===== src/rtl/alu_sequencer.sv =====
// Execute-stage controller for the ALU: accepts one instruction per handshake,
// walks IDLE -> EXEC -> WB, captures result/flags and emits a one-cycle writeback.
module alu_sequencer #(
  parameter int DW = 8,
  parameter int RW = 3
) (
  input  logic          i_clk,
  input  logic          i_reset,
  input  logic          i_issue_valid,
  output logic          o_issue_ready,
  input  logic [4:0]    i_issue_op,
  input  logic [RW-1:0] i_issue_dst,
  output logic [1:0]    o_alu_stage,
  output logic [4:0]    o_alu_op,
  output logic          o_alu_ci,
  input  logic [DW-1:0] i_alu_out,
  input  logic          i_alu_co,
  input  logic          i_alu_equal,
  input  logic          i_alu_gt,
  input  logic          i_alu_lt,
  input  logic          i_alu_zero,
  output logic          o_wb_en,
  output logic [RW-1:0] o_wb_dst,
  output logic [DW-1:0] o_wb_data,
  output logic          o_flag_c,
  output logic          o_flag_z,
  output logic          o_flag_eq,
  output logic          o_flag_gt,
  output logic          o_flag_lt,
  output logic          o_err
);

  typedef enum logic [1:0] {
    S_IDLE = 2'b00,
    S_EXEC = 2'b01,
    S_WB   = 2'b10
  } state_t;

  localparam logic [4:0] OP_ADD  = 5'b00111, OP_ADDS = 5'b10110, OP_SUBS = 5'b10111;
  localparam logic [4:0] OP_RSC  = 5'b10010, OP_LSC  = 5'b10100, OP_LSR  = 5'b10001;
  localparam logic [4:0] OP_LSL  = 5'b10011, OP_ASR  = 5'b11000, OP_SUB  = 5'b01110;
  localparam logic [4:0] OP_DEC  = 5'b00010, OP_XOR  = 5'b10000, OP_AND  = 5'b01111;
  localparam logic [4:0] OP_OR   = 5'b10101, OP_NOT  = 5'b11100, OP_CMP  = 5'b00101;
  localparam logic [4:0] OP_CMPU = 5'b11011;

  function automatic logic f_uses_ci(input logic [4:0] op);
    return (op == OP_ADD) || (op == OP_ADDS) || (op == OP_SUBS) ||
           (op == OP_RSC) || (op == OP_LSC);
  endfunction

  function automatic logic f_writes_c(input logic [4:0] op);
    return f_uses_ci(op) || (op == OP_LSR) || (op == OP_LSL) || (op == OP_ASR);
  endfunction

  function automatic logic f_is_cmp(input logic [4:0] op);
    return (op == OP_CMP) || (op == OP_CMPU);
  endfunction

  function automatic logic f_is_legal(input logic [4:0] op);
    return f_writes_c(op) || f_is_cmp(op) || (op == OP_SUB) || (op == OP_DEC) ||
           (op == OP_XOR) || (op == OP_AND) || (op == OP_OR) || (op == OP_NOT);
  endfunction

  state_t          r_state, w_state_next;
  logic [4:0]      r_op, w_op_next;
  logic [RW-1:0]   r_dst, w_dst_next;
  logic [4:0]      r_alu_op, w_alu_op_next;
  logic            r_alu_ci, w_alu_ci_next;
  logic            r_wb_en, w_wb_en_next;
  logic [RW-1:0]   r_wb_dst, w_wb_dst_next;
  logic [DW-1:0]   r_wb_data, w_wb_data_next;
  logic            r_err, w_err_next;
  logic            r_flag_c, w_flag_c_next;
  logic            r_flag_z, w_flag_z_next;
  logic            r_flag_eq, w_flag_eq_next;
  logic            r_flag_gt, w_flag_gt_next;
  logic            r_flag_lt, w_flag_lt_next;
  logic            w_accept;

  assign w_accept = i_issue_valid && (r_state != S_EXEC);

  always_comb begin
    w_state_next   = r_state;
    w_op_next      = r_op;
    w_dst_next     = r_dst;
    w_alu_op_next  = r_alu_op;
    w_alu_ci_next  = r_alu_ci;
    w_wb_en_next   = 1'b0;
    w_wb_dst_next  = '0;
    w_wb_data_next = r_wb_data;
    w_err_next     = 1'b0;
    w_flag_c_next  = r_flag_c;
    w_flag_z_next  = r_flag_z;
    w_flag_eq_next = r_flag_eq;
    w_flag_gt_next = r_flag_gt;
    w_flag_lt_next = r_flag_lt;
    case (r_state)
      S_IDLE, S_WB: begin
        if (w_accept) begin
          // Flags are already final here, so carry-in for a back-to-back op is current.
          w_state_next  = S_EXEC;
          w_op_next     = i_issue_op;
          w_dst_next    = i_issue_dst;
          w_alu_op_next = i_issue_op;
          w_alu_ci_next = f_uses_ci(i_issue_op) & r_flag_c;
        end else begin
          w_state_next  = S_IDLE;
          w_alu_op_next = 5'b00000;
          w_alu_ci_next = 1'b0;
        end
      end
      S_EXEC: begin
        w_state_next   = S_WB;
        w_alu_op_next  = 5'b00000;
        w_alu_ci_next  = 1'b0;
        w_wb_data_next = i_alu_out;
        if (f_is_legal(r_op)) begin
          w_flag_z_next = i_alu_zero;
          if (f_writes_c(r_op)) w_flag_c_next = i_alu_co;
          if (f_is_cmp(r_op)) begin
            w_flag_eq_next = i_alu_equal;
            w_flag_gt_next = i_alu_gt;
            w_flag_lt_next = i_alu_lt;
          end else begin
            w_wb_en_next  = 1'b1;
            w_wb_dst_next = r_dst;
          end
        end else begin
          w_err_next = 1'b1;
        end
      end
      default: begin
        w_state_next  = S_IDLE;
        w_alu_op_next = 5'b00000;
        w_alu_ci_next = 1'b0;
      end
    endcase
  end

  always_ff @(posedge i_clk) begin
    if (i_reset) begin
      r_state   <= S_IDLE;
      r_op      <= 5'b00000;
      r_dst     <= '0;
      r_alu_op  <= 5'b00000;
      r_alu_ci  <= 1'b0;
      r_wb_en   <= 1'b0;
      r_wb_dst  <= '0;
      r_wb_data <= '0;
      r_err     <= 1'b0;
      r_flag_c  <= 1'b0;
      r_flag_z  <= 1'b0;
      r_flag_eq <= 1'b0;
      r_flag_gt <= 1'b0;
      r_flag_lt <= 1'b0;
    end else begin
      r_state   <= w_state_next;
      r_op      <= w_op_next;
      r_dst     <= w_dst_next;
      r_alu_op  <= w_alu_op_next;
      r_alu_ci  <= w_alu_ci_next;
      r_wb_en   <= w_wb_en_next;
      r_wb_dst  <= w_wb_dst_next;
      r_wb_data <= w_wb_data_next;
      r_err     <= w_err_next;
      r_flag_c  <= w_flag_c_next;
      r_flag_z  <= w_flag_z_next;
      r_flag_eq <= w_flag_eq_next;
      r_flag_gt <= w_flag_gt_next;
      r_flag_lt <= w_flag_lt_next;
    end
  end

  assign o_issue_ready = (r_state != S_EXEC);
  assign o_alu_stage   = r_state;
  assign o_alu_op      = r_alu_op;
  assign o_alu_ci      = r_alu_ci;
  assign o_wb_en       = r_wb_en;
  assign o_wb_dst      = r_wb_dst;
  assign o_wb_data     = r_wb_data;
  assign o_err         = r_err;
  assign o_flag_c      = r_flag_c;
  assign o_flag_z      = r_flag_z;
  assign o_flag_eq     = r_flag_eq;
  assign o_flag_gt     = r_flag_gt;
  assign o_flag_lt     = r_flag_lt;

endmodule


===== config.mk =====
export PLATFORM = sky130hd
export DESIGN_NAME = alu_sequencer
export DESIGN_NICKNAME = d
export VERILOG_FILES = /design/src/rtl/alu_sequencer.sv
export SDC_FILE = /design/constraint.sdc
export NUM_CORES = 1
export LEC_CHECK = 0
export BUFFER_PORTS_ARGS = -buffer_cell sky130_fd_sc_hd__buf_4
export CORE_MARGIN = 8
export CORE_UTILIZATION = 43
export CTS_CLUSTER_DIAMETER = 100
export DETAILED_ROUTE_END_ITERATION = 6
export GPL_TIMING_DRIVEN = 0
export HOLD_SLACK_MARGIN = 0.1
export PLACE_DENSITY = 0.81
export SLEW_MARGIN = 15
export SYNTH_ARGS = -nofsm -noshare
export SYNTH_HDL_FRONTEND = slang
export SYNTH_SLANG_ARGS = --single-unit

===== constraint.sdc =====
create_clock -name i_clk -period 1.65 [get_ports i_clk]
set_input_delay 0.33 -clock i_clk [delete_from_list [all_inputs] [get_ports i_clk]]
set_output_delay 0.33 -clock i_clk [all_outputs]
set_load 0.01 [all_outputs]

==> results_dict.tcl <==
set metrics [dict create \
    drc 0 \
    ant_nets 0 \
    whs_path_depth 2 \
    clock-sinks 34 \
    r2r_cells 6 \
    first_global_vias 1052 \
    fin_hold_ws_ns 0.2005 \
    period_needed_ns 1.597 \
    fin_nets 224 \
    grt_max_degree 12 \
    netlist_area_um2 1282 \
    drive_above_1_share_pct 35.82 \
    timing.rr.end "o_wb_dst[2]" \
    grt_first_pass_wirelength_mm 4.740 \
    worstMarginPinSlew_ns 0.4606 \
    synth_nets 168 \
    core_area_um2 2953 \
    cp_max_fo 10 \
    min_to "o_alu_op[3]" \
    avgSynthCellArea_um2 8.906 \
    syn_to_final_growth_pct 38.93 \
    power_density_nw_per_um2 874.0 \
    drt_first_pass_iters 4 \
    clockBufferDepth 2 \
    reg2reg_from "r_op[3]" \
    portBuffers 49 \
    vdd_ir_drop_max_mv 0.4931 \
    synth-seq-cells 34 \
    cts.htree.levels 2 \
    crit_family "buffers and inverters" \
    startpoint_type "register" \
    antenna_found_initial 0 \
    diodes 0 \
    status "completed" \
    hold_start "i_issue_op[3]" \
    finalHoldViolations 0 \
    tns_ns 0 \
    overflow 0 \
    p_leak_nw 0.8208 \
    critPathCaptureType "primary output" \
    cp.required_ns 1.32 \
    post-dp-hpwl_mm 2.232 \
    cts_buffers 5 \
    finalClockSkew_ns 0.008123 \
    slowest_delay_ns 0.36 \
    critical_path.cell_chain "nor2b_1, bufinv_8, buf_4" \
    startpoint "o_alu_stage[0]" \
    netlist_instances 144 \
    clkTransAtPathRegs_ns 0.11 \
    die-height_um 70.61 \
    clock-root-buffer "clkbuf_4" \
    cap_violations 0 \
    clock.fmax_mhz 626.1 \
    regToRegSetupSlack_ns 0.08 \
    cp_slowest_cell "dfxtp_2" \
    num_io_pins 51 \
    critPathBufInv 2 \
    via_per_inst 4.893 \
    rows 20 \
    cts_tree "built" \
    setup_violations 0 \
    crit_type "reg -> out" \
    track_usage_pct 12.02 \
    drt_iter0_drc 44 \
    gp_congestion 0.7266 \
    synth.distinct_cells 30 \
    die_area_um2 4986 \
    max_slew_margin_pct 69.30 \
    finalCritPeriodShare_pct 96.79 \
    finalWirelength_mm 2.986 \
    holdBufCountCts 0 \
    ys_warn_count 0 \
    num_vias 1145 \
    ys_seq_area_share_pct 53.07 \
    slew_violations 0 \
    dieWidth_um 70.61 \
    initial_core_util_pct 43.43 \
    wl_per_cell_um 12.76 \
    hp-class "in -> reg" \
    cp.arrival_ns 1.27 \
    clk_latency_ns 0.34 \
]
==> worst max path at each step <==
stage | endpoint | slack, ns | cells past startpoint
2_1_floorplan | o_wb_dst[1] | 0.19 | 6
3_3_place_gp | o_flag_z | 0.04 | 5
3_5_place_dp | o_flag_z | 0.02 | 5
4_1_cts | o_issue_ready | 0.003 | 3
5_1_grt | o_issue_ready | -0.02 | 3
6_report | o_issue_ready | 0.05 | 3
==> report_power, final <==
part | switching, mW | internal [mW] | leakage [nW]
Clock | 0.289 | 0.205 | 0.0343
Sequential | 0.0193 | 0.852 | 0.279
Combinational | 0.0910 | 0.102 | 0.508
==> placed cells by master (no fill, tap or decap), types with 2 or more instances in the layout <==
cell,count
and2_1,8
nor2_1,7
nor2b_1,4
dfxtp_1,30
buf_2,2
buf_4,49
clkbuf_1,5
o21ai_0,4
nand2b_1,4
mux2i_1,5
nand2_1,33
dfxtp_2,4
clkbuf_4,5
and2_4,2
a21oi_1,18
==> metal layers <==
metal  track usage, %  vias to the layer above  wire length, um
met3            4.802                        8              188
li1                 -                      592                -
met2            19.90                       26             1503
met5                0                        -                0
met1            12.42                      519             1224
met4            7.621                        0               70
==> flip-flops by register name, indices dropped and copies added (netlist names) <==
signal       count
o_flag_lt        1
o_alu_op         5
o_flag_z         1
r_op             5
o_alu_stage      2
o_wb_dst         3
o_alu_ci         1
o_flag_c         1
o_flag_eq        1
o_wb_en          1
o_wb_data        8
r_dst            3
o_err            1
o_flag_gt        1
==> synthesized netlist by cell type <==
cell,count,area share [%]
and3_1,1,0.49
o41ai_2,1,1.3
clkbuf_2,1,0.39
a21boi_1,1,0.59
mux2i_1,5,3.9
a21bo_1,1,0.78
o31a_1,1,0.68
o21ai_0,4,1.6
a21oi_1,18,7.0
o2111ai_2,1,1.2
clkbuf_1,5,1.5
nand4b_1,1,0.68
clkinv_1,1,0.29
nand3_1,1,0.39
nand3b_1,1,0.59
and4b_1,1,0.78
inv_2,1,0.29
and2_4,2,1.4
buf_2,1,0.39
buf_1,1,0.29
nor2b_1,4,2.0
nand2b_1,4,2.0
nor2_1,7,2.0
o21ai_1,1,0.39
nand2_1,33,9.7
dfxtp_1,34,53
or2b_1,1,0.59
and2_1,8,3.9
a31o_2,1,0.68
nor4b_1,2,1.4
==> layout make-up <==
| class | instances | area (um2) |
|---|---|---|
| Fill cell | 276 | 1171 |
| Sequential cell | 34 | 685.7 |
| Multi-Input combinational cell | 100 | 568.0 |
| Timing Repair Buffer | 49 | 367.9 |
| Clock buffer | 6 | 51.30 |
| Tap cell | 33 | 41.29 |
| Buffer | 8 | 33.78 |
| Inverter | 2 | 21.27 |
| Clock inverter | 2 | 12.51 |
==> what timing repair did <==
action	4_1_cts	5_1_grt
buffers inserted	0	0
setup endpoints to repair	1	7
resized for setup	2	6
==> stage by stage <==
| stage | area [um2] | cells | setup slack, ns | power (mW) | util [%] |
|---|---|---|---|---|---|
| final | 1782 | 234 | 0.05290 | 1.557 | 60.34 |
| after global routing | 1782 | 234 | -0.01549 | 1.635 | 60.34 |
| after CTS | 1758 | 234 | 0.002880 | 1.570 | 59.53 |
| after detailed placement | 1692 | 226 | 0.01777 | 1.077 | 57.29 |
| after global placement | 1692 | 226 | 0.04188 | 1.073 | 57.29 |
| after floorplan | 1282 | 144 | 0.1925 | 0.9792 | - |
==> cells by family after synthesis <==
kind of cell    after synthesis  synth area share [%]
simple gates                 66                 25.76
flops                        34                 53.07
compound gates               29                 14.15
mux                           5                 3.903
buf+inv                      10                 3.121
(Power assumes the default switching activity.)
